===== src/rtl/rtc_bus_pkg.sv =====
// Shared encodings, FSM states and register tables for the RTC bus sequencer.
// Defining RTC_TIMER_EN adds the timer registers 0x41-0x43 to read-poll and program frames.
package rtc_bus_pkg;

    typedef enum logic [1:0] {
        CtlI  = 2'b00,
        CtlL  = 2'b01,
        CtlE  = 2'b10,
        CtlMs = 2'b11
    } ctl_e;

    typedef enum logic [2:0] {
        StIdle, StASet, StAStb, StAHld, StDSet, StDStb, StDHld, StNext
    } state_e;

    localparam logic [3:0] InitLast = 4'd3;
`ifdef RTC_TIMER_EN
    localparam logic [3:0] TimeLast = 4'd8;
`else
    localparam logic [3:0] TimeLast = 4'd5;
`endif

    function automatic logic [7:0] frame_addr(ctl_e frame, logic [3:0] idx);
        logic [7:0] addr;
        if (frame == CtlI) begin
            case (idx[1:0])
                2'd0:    addr = 8'h02;
                2'd1:    addr = 8'h02;
                2'd2:    addr = 8'h10;
                default: addr = 8'h00;
            endcase
        end
`ifdef RTC_TIMER_EN
        else if (idx >= 4'd6) begin
            addr = 8'h41 + {4'h0, idx - 4'd6};
        end
`endif
        else begin
            addr = 8'h21 + {4'h0, idx};
        end
        return addr;
    endfunction

    function automatic logic [7:0] init_data(logic [1:0] idx);
        logic [7:0] data;
        case (idx)
            2'd0:    data = 8'h10;
            2'd1:    data = 8'h00;
            2'd2:    data = 8'hD2;
            default: data = 8'h00;
        endcase
        return data;
    endfunction

endpackage


===== src/rtl/rtc_bus_timer.sv =====
// Loadable down-counter timing each bus phase; holds at zero and flags it.
module rtc_bus_timer #(
    parameter int unsigned CNT_W = 4
) (
    input  logic             clk,
    input  logic             rst_n,
    input  logic             load,
    input  logic [CNT_W-1:0] load_val,
    output logic             zero
);

    logic [CNT_W-1:0] cnt;

    always_ff @(posedge clk or negedge rst_n) begin
        if (!rst_n) begin
            cnt <= '0;
        end else if (load) begin
            cnt <= load_val;
        end else if (cnt != '0) begin
            cnt <= cnt - CNT_W'(1);
        end
    end

    assign zero = (cnt == '0);

endmodule


===== src/rtl/rtc_bus_sequencer.sv =====
// Turns the Control state into RTC bus frames: per register an address phase then a data phase.
// Build with RTC_TIMER_EN defined to include timer registers in L/E frames.
module rtc_bus_sequencer
    import rtc_bus_pkg::*;
#(
    parameter int unsigned T_SETUP = 2,
    parameter int unsigned T_PULSE = 4,
    parameter int unsigned T_HOLD  = 2,
    parameter int unsigned CNT_W   = 4
) (
    input  logic       reloj,
    input  logic       resetM_n,
    input  logic [1:0] Control,
    input  logic [7:0] wr_data,
    input  logic [7:0] ad_in,
    output logic [7:0] ad_out,
    output logic       ad_oe,
    output logic       rtc_cs_n,
    output logic       rtc_rd_n,
    output logic       rtc_wr_n,
    output logic       rtc_a_d,
    output logic [3:0] reg_idx,
    output logic [7:0] rd_data,
    output logic       rd_valid,
    output logic       busy,
    output logic       frame_done
);

    state_e           state;
    ctl_e             frame;
    logic             advance;
    logic             zero;
    logic [CNT_W-1:0] load_val;
    logic             is_read;
    logic [3:0]       last_idx;

    assign is_read  = (frame == CtlL);
    assign last_idx = (frame == CtlI) ? InitLast : TimeLast;

    // Timer is reloaded with the length of the phase being entered on every transition.
    always_comb begin
        advance  = zero;
        load_val = CNT_W'(T_SETUP - 1);
        case (state)
            StIdle:         advance  = (ctl_e'(Control) != CtlMs);
            StASet, StDSet: load_val = CNT_W'(T_PULSE - 1);
            StAStb, StDStb: load_val = CNT_W'(T_HOLD - 1);
            StDHld:         load_val = '0;
            default:        ;
        endcase
    end

    rtc_bus_timer #(
        .CNT_W(CNT_W)
    ) u_timer (
        .clk     (reloj),
        .rst_n   (resetM_n),
        .load    (advance),
        .load_val(load_val),
        .zero    (zero)
    );

    always_ff @(posedge reloj or negedge resetM_n) begin
        if (!resetM_n) begin
            state      <= StIdle;
            frame      <= CtlI;
            ad_out     <= '0;
            ad_oe      <= 1'b0;
            rtc_cs_n   <= 1'b1;
            rtc_rd_n   <= 1'b1;
            rtc_wr_n   <= 1'b1;
            rtc_a_d    <= 1'b0;
            reg_idx    <= '0;
            rd_data    <= '0;
            rd_valid   <= 1'b0;
            busy       <= 1'b0;
            frame_done <= 1'b0;
        end else begin
            rd_valid   <= 1'b0;
            frame_done <= 1'b0;
            if (advance) begin
                case (state)
                    StIdle: begin
                        frame    <= ctl_e'(Control);
                        reg_idx  <= '0;
                        busy     <= 1'b1;
                        rtc_cs_n <= 1'b0;
                        rtc_a_d  <= 1'b0;
                        ad_oe    <= 1'b1;
                        ad_out   <= frame_addr(ctl_e'(Control), 4'd0);
                        state    <= StASet;
                    end
                    StASet: begin
                        rtc_wr_n <= 1'b0;
                        state    <= StAStb;
                    end
                    StAStb: begin
                        rtc_wr_n <= 1'b1;
                        state    <= StAHld;
                    end
                    StAHld: begin
                        rtc_a_d <= 1'b1;
                        if (is_read) begin
                            ad_oe <= 1'b0;
                        end else if (frame == CtlE) begin
                            ad_out <= wr_data;
                        end else begin
                            ad_out <= init_data(reg_idx[1:0]);
                        end
                        state <= StDSet;
                    end
                    StDSet: begin
                        if (is_read) begin
                            rtc_rd_n <= 1'b0;
                        end else begin
                            rtc_wr_n <= 1'b0;
                        end
                        state <= StDStb;
                    end
                    StDStb: begin
                        rtc_rd_n <= 1'b1;
                        rtc_wr_n <= 1'b1;
                        if (is_read) begin
                            rd_data  <= ad_in;
                            rd_valid <= 1'b1;
                        end
                        state <= StDHld;
                    end
                    StDHld: begin
                        rtc_cs_n <= 1'b1;
                        rtc_a_d  <= 1'b0;
                        ad_oe    <= 1'b0;
                        state    <= StNext;
                    end
                    StNext: begin
                        if (reg_idx == last_idx) begin
                            busy       <= 1'b0;
                            frame_done <= 1'b1;
                            state      <= StIdle;
                        end else begin
                            reg_idx  <= reg_idx + 4'd1;
                            rtc_cs_n <= 1'b0;
                            ad_oe    <= 1'b1;
                            ad_out   <= frame_addr(frame, reg_idx + 4'd1);
                            state    <= StASet;
                        end
                    end
                    default: state <= StIdle;
                endcase
            end
        end
    end

endmodule


===== config.mk =====
export PLATFORM = sky130hd
export DESIGN_NAME = rtc_bus_sequencer
export DESIGN_NICKNAME = d
export VERILOG_FILES = /design/src/rtl/rtc_bus_pkg.sv /design/src/rtl/rtc_bus_timer.sv /design/src/rtl/rtc_bus_sequencer.sv
export SDC_FILE = /design/constraint.sdc
export NUM_CORES = 1
export LEC_CHECK = 0
export ABC_AREA = 1
export BUFFER_PORTS_ARGS = -buffer_cell sky130_fd_sc_hd__buf_4
export CAP_MARGIN = 15
export CORE_UTILIZATION = 53
export DETAILED_ROUTE_END_ITERATION = 8
export HOLD_SLACK_MARGIN = 0.06
export PLACE_DENSITY = 0.76
export SLEW_MARGIN = 0
export SYNTH_ARGS = -nofsm -noshare
export SYNTH_HDL_FRONTEND = slang
export SYNTH_SLANG_ARGS = --single-unit

===== constraint.sdc =====
create_clock -name reloj -period 1.8 [get_ports reloj]
set_input_delay 0.09 -clock reloj [delete_from_list [all_inputs] [get_ports reloj]]
set_output_delay 0.09 -clock reloj [all_outputs]
set_load 0.02 [all_outputs]

# Word level (Yosys, flattened, before mapping)
# Cells that the tools add are included.
[totals]
reg_bits = 37
input_bits = 20
[classes]
n_addsub = 3
n_eq_ne = 20
n_mux = 34
n_reduce_logical = 29
[op_table]
columns = ["cell", "n"]
rows = [
  ["2-to-1 mux 8 bit", 4],
  ["case mux 3 bit (8 select lines)", 1],
  ["case mux 8 bit (3 select lines)", 1],
  ["AND reduction 3 bit", 6],
  ["case mux 8 bit (2 select lines)", 1],
  ["inequality test 2 bit (second input constant)", 7],
  ["2-to-1 mux 1 bit", 13],
  ["== test 3 bit (second input constant)", 4],
  ["2-to-1 mux 4 bit", 3],
  ["case mux 5 bit (2 select lines)", 1],
  ["nonzero test 3 bit", 3],
  ["zero test 2 bit", 4],
  ["case mux 4 bit (2 select lines)", 1],
  ["AND reduction 4 bit", 2],
  ["nonzero test 2 bit", 4],
  ["nonzero test 4 bit", 2],
  ["OR reduction 2 bit", 4],
  ["adder 6 x 4 -> 7 bit (first input constant)", 1],
  ["== test 2 bit (second input constant)", 3],
  ["== test 3 x 2 -> 1 bit (second input constant)", 2],
  ["2-to-1 mux 6 bit", 1],
  ["case mux 1 bit (2 select lines)", 3],
  ["case mux 1 bit (3 select lines)", 2],
  ["adder 4 x 1 -> 4 bit (second input constant)", 1],
  ["other kinds (10)", 12],
]

# Depth between registers and ports, before layout
[depth]
ltp_word = 7
depth_mapped = 11

# Modules after synthesis
# Synthesis repeated with hierarchy kept, for this count alone.
[hier_totals]
hier_cells = 289
area_unflattened_um2 = 2154.6
[by_module_without_submodules]
columns = ["module", "instances", "cells_per_inst", "area_each_um2", "seq_area_each_um2"]
rows = [
  ["rtc_bus_sequencer", 1, 255, 1911.8, 829.5],
  ["rtc_bus_timer", 1, 34, 242.7, 100.1],
]

# Least setup slack after synthesis
# Ideal clock, no wire load.
[synth_path]
path_kind = "register -> register"
startpoint = "reg reg_idx[0]"
endpoint = "reg ad_out[3]"
arrival_time_ps = 1536
required_ps = 1684
setup_slack_ps = 148
path_stages_with_launch = 11
path_buffers = 1
cell_sequence = "dfrtp_1 buf_2 inv_1 ha_1 inv_1 nor2_1 nand3_1 nand3_1 nand2_1 nand2_1 nand2_1"
[synth_between]
elab_chain_cells = 5
elab_cells_between_ends = 8
classes_between = "add/sub (2); eq/ne (2); mux (3); reduce/logical (1)"
[synth_lines]
columns = ["item", "line_no", "source"]
rows = [
  ["start: declaration", "rtc_bus_sequencer.sv:22", "output logic [3:0] reg_idx,"],
  ["start signal: assignment", "rtc_bus_sequencer.sv:141", "reg_idx <= reg_idx + 4'd1;"],
  ["adder 4 x 1 -> 4 bit", "rtc_bus_sequencer.sv:144", "ad_out <= frame_addr(frame, reg_idx + 4'd1);"],
  ["adder 6 x 4 -> 7 bit", "rtc_bus_pkg.sv:39", "addr = 8'h21 + {4'h0, idx};"],
  ["2-to-1 mux 8 bit", "rtc_bus_pkg.sv:25", "if (frame == CtlI) begin"],
  ["2-to-1 mux 8 bit", "rtc_bus_sequencer.sv:136", "if (reg_idx == last_idx) begin"],
  ["case mux 8 bit (3 select lines)", "rtc_bus_sequencer.sv:82", "case (state)"],
  ["end signal: assignment", "rtc_bus_sequencer.sv:90", "ad_out <= frame_addr(ctl_e'(Control), 4'd0);"],
  ["end signal: assignment", "rtc_bus_sequencer.sv:106", "ad_out <= wr_data;"],
  ["end signal: assignment", "rtc_bus_sequencer.sv:144", ""],
  ["end: declaration", "rtc_bus_sequencer.sv:16", "output logic [7:0] ad_out,"],
]
# Several ways; a longest one is shown, not always the timed one. The select of a mux whose other input is x is not followed.
# A chain may end at the register's enable or synchronous reset.

# Worst setup path in the final report
[layout_path]
startpoint = "reg u_timer.cnt[0]"
endpoint = "reg ad_out[0]"
[layout_between]
elab_chain_cells = 3
[layout_lines]
columns = ["item", "line_no", "source"]
rows = [
  ["start: declaration", "rtc_bus_timer.sv:12", "logic [CNT_W-1:0] cnt;"],
  ["start signal: assignment", "rtc_bus_timer.sv:18", "cnt <= load_val;"],
  ["start signal: assignment", "rtc_bus_timer.sv:20", "cnt <= cnt - CNT_W'(1);"],
  ["zero test 4 bit", "rtc_bus_timer.sv:24", "assign zero = (cnt == '0);"],
  ["2-to-1 mux 1 bit", "rtc_bus_sequencer.sv:44", "case (state)"],
  ["AND reduction 4 bit (no source line)", "n/a", ""],
  ["end signal: assignment", "rtc_bus_sequencer.sv:90", ""],
  ["end signal: assignment", "rtc_bus_sequencer.sv:106", ""],
  ["end signal: assignment", "rtc_bus_sequencer.sv:108", "ad_out <= init_data(reg_idx[1:0]);"],
]
# No other way between the ends.

==> metrics.yaml <==
grt_pass1_wl_um: 7886
cp-start-kind: "flip-flop"
intPower_mw: 2.567
powerDensity_nw_per_um2: 1769
synth_commonest_cells: "nand2_1, dfrtp_1, inv_1"
antenna_found_initial: 0
status: "finished, final reports clean"
vias_per_cell: 5.011
die_h_um: 64.11
detail_route.iter0.violations: 66
die_area_um2: 4110
cts.sinks: 37
totalWireLength_um: 4526
clock_path_buffers: 2
dpl_worst_slack_ns: 0.02300
endpoint_kind: "flip-flop"
fin_setup_tns_ns: 0
coreArea_um2: 3689
pwr-share-comb_pct: 52.5
finalClockSkew_ns: 0.007236
grt_overflow: 0
drv_slew: 0
nNetsFinal: 357
start_util_pct: 55.43
hold_class: "in -> reg"
insertion_delay_ns: 0.29
syn_area_per_cell_um2: 7.600
syn_area_um2: 2044
cap_viol_max_count: 0
min_period_ns: 1.600
power_frac_clock_pct: 14.8
ir_drop_uv: 907.6
die_x_um: 64.11
ys.flop_type: "dfrtp_1"
htreeDepth: 2
syn_nets: 296
path_delay_family: "simple AND/OR/NAND/NOR gates"
timing.slew.headroom_pct: 64.73
yosys_warnings: 0
path_max_fanout: 12
synth_edf_count: 0
yosysTopAreaCellShare_pct: 41.62
synth_area_leaders: "dfrtp_1, nand2_1, inv_1"
yosysUniqueCellTypes: 30
fin_util_pct: 72.15
p_leak_nw: 1.447
switching_share_pct: 45.46
place_congestion: 0.8835
area_growth_pct: 30.17
ys_ff_latch: 37
path_clk_slew_ns: 0.07
r2r_start: "u_timer.cnt[0]"
numCtsBuffers: 5
fin_ws_ns: 0.2001
vias: 1899
setup_violations: 0
min_from: "Control[0]"
num_antenna_cells: 0
synth.most_common_cell: "nand2_1"
cpMaxStageDelayCell: "dfrtp_1"
cp.required_ns: 2.02
tightest_slew_ns: 0.5251
synthArstFlopShare_pct: 100.0
track_usage_pct: 24.43
startpoint: "u_timer.cnt[0]"
post-cts-setup-buffers: 0
grt_start_max_net_pins: 38
min_period_over_period_pct: 88.88
path_class: "reg -> reg"
cts_tree: "done"
fmax_mhz: 625.0
synth_cells: 269
first_global_vias: 1863
cp.arrival_ns: 1.82
io_pins: 48
yosysTopAreaCell: "dfrtp_1"
timing_hold_violations_final: 0
portBuffers: 47
p_sw_mw: 2.140
seq_power_share_pct: 32.7
ant_nets: 0
wl_per_cell_um: 11.94
dp_hpwl_um: 3352
rows: 22
layout-drive-gt1-share_pct: 23.87
cpPeakStageDelay_ns: 0.41
firstDrtPassIters: 4
rsz0062_at_grt: "false"
root_buffer: "clkbuf_8"
drc: 0
p_total_mw: 4.707
whs_ns: 0.09295
yosysSeqAreaShare_pct: 45.47
critPathBufInv: 3
path_cells: "inv_1 > ha_1 > nand2_1 > inv_1 > nand2_2 > nand2_4 > nand3_4 > inv_1 > nand2_1 > nand2_1"
[state kept, by name (all words and copies together) (netlist names)]
name and count:
busy 1, rd_valid 1, frame_done 1, state 3, frame 2, rtc_a_d 1
ad_out 8, rtc_rd_n 1, rtc_wr_n 1, rtc_cs_n 1, rd_data 8, u_timer.cnt 4
reg_idx 4, ad_oe 1
[final timing paths]
check / depth (start not counted) / slack [ns] / end
worst min register to register: 2 / 0.48 / ad_oe
worst max-delay path: 10 / 0.20 / ad_out[0]
max in group asynchronous: 2 / 1.15 / state[0]
worst min-delay path: 3 / 0.09 / frame[0]
min in group asynchronous: 2 / 0.30 / u_timer.cnt[2]
worst max register to register: 10 / 0.20 / ad_out[0]
[area by class of cell]
class	count	area [um2]
multi-input combinational	201	996.0
timing repair buffer	59	465.4
sequential	37	932.1
inverter	26	100.1
tap	48	60.06
clock inverter	2	35.03
clock buffer	6	72.57
fill	311	1027
[repair_timing]
| action | 4_1_cts | 5_1_grt |
|---|---|---|
| hold endpoints to repair | 42 | 0 |
| gates resized for setup | 1 | 4 |
| setup endpoints to repair | 1 | 13 |
| hold buffers | 9 | 0 |
[metrics by stage]
step | area [um2] | cells
floorplan | 2044 | 269
CTS | 2649 | 379
detailed placement | 2444 | 362
global route | 2661 | 379
finish | 2661 | 379
global placement | 2444 | 362
[worst min-delay path, stage by stage]
cell and delay [ns]:
buf_4 0.10, nor2_1 0.04, a21oi_1 0.10
[cell usage in the layout, fill, tap and decap left out, types with 2 or more instances in the layout]
cell	synthesis	final
dfrtp_2	0	2
nand3_2	2	2
o21ai_1	3	3
dfrtp_1	34	32
nand3_4	1	2
nor3_1	3	3
nand2_2	4	3
xnor2_1	2	2
nor2_2	2	2
nor2_4	2	2
buf_4	2	50
dlygate4sd3_1	0	9
ha_1	7	7
inv_1	24	24
nand3_1	15	14
nand4_1	3	3
o21ai_0	13	13
nand2_1	110	110
a21oi_1	6	6
clkbuf_8	0	5
nor2_1	21	21
nand2_4	1	2
dfstp_2	3	3
[power groups by stage]
| stage | combinational, mW | clock, mW | sequential (mW) |
|---|---|---|---|
| after floorplan | 1.42 | 0 | 1.77 |
| after global placement | 2.38 | 0 | 1.52 |
| after detailed placement | 2.42 | 0 | 1.54 |
| after CTS | 2.47 | 0.710 | 1.53 |
| after global routing | 2.79 | 0.746 | 1.59 |
| final | 2.47 | 0.696 | 1.54 |
[layer usage]
layer,global-route usage [%],routed length (um),up-vias
met4,7.500,49,0
li1,-,-,964
met1,30.62,2088,883
met5,0,0,-
met2,42.15,2203,46
met3,5.179,184,6
[cell families after synthesis]
kind of cell,Yosys count,synth area share [%]
AO/OA/AOI/OAI,25,6.610
AND/OR/NAND/NOR,166,35.68
XOR/XNOR,3,1.285
adder cells (fa/ha/maj),7,4.284
flip-flops,37,45.47
buffers and inverters,31,6.671
Power figures use the tool's default switching activity.
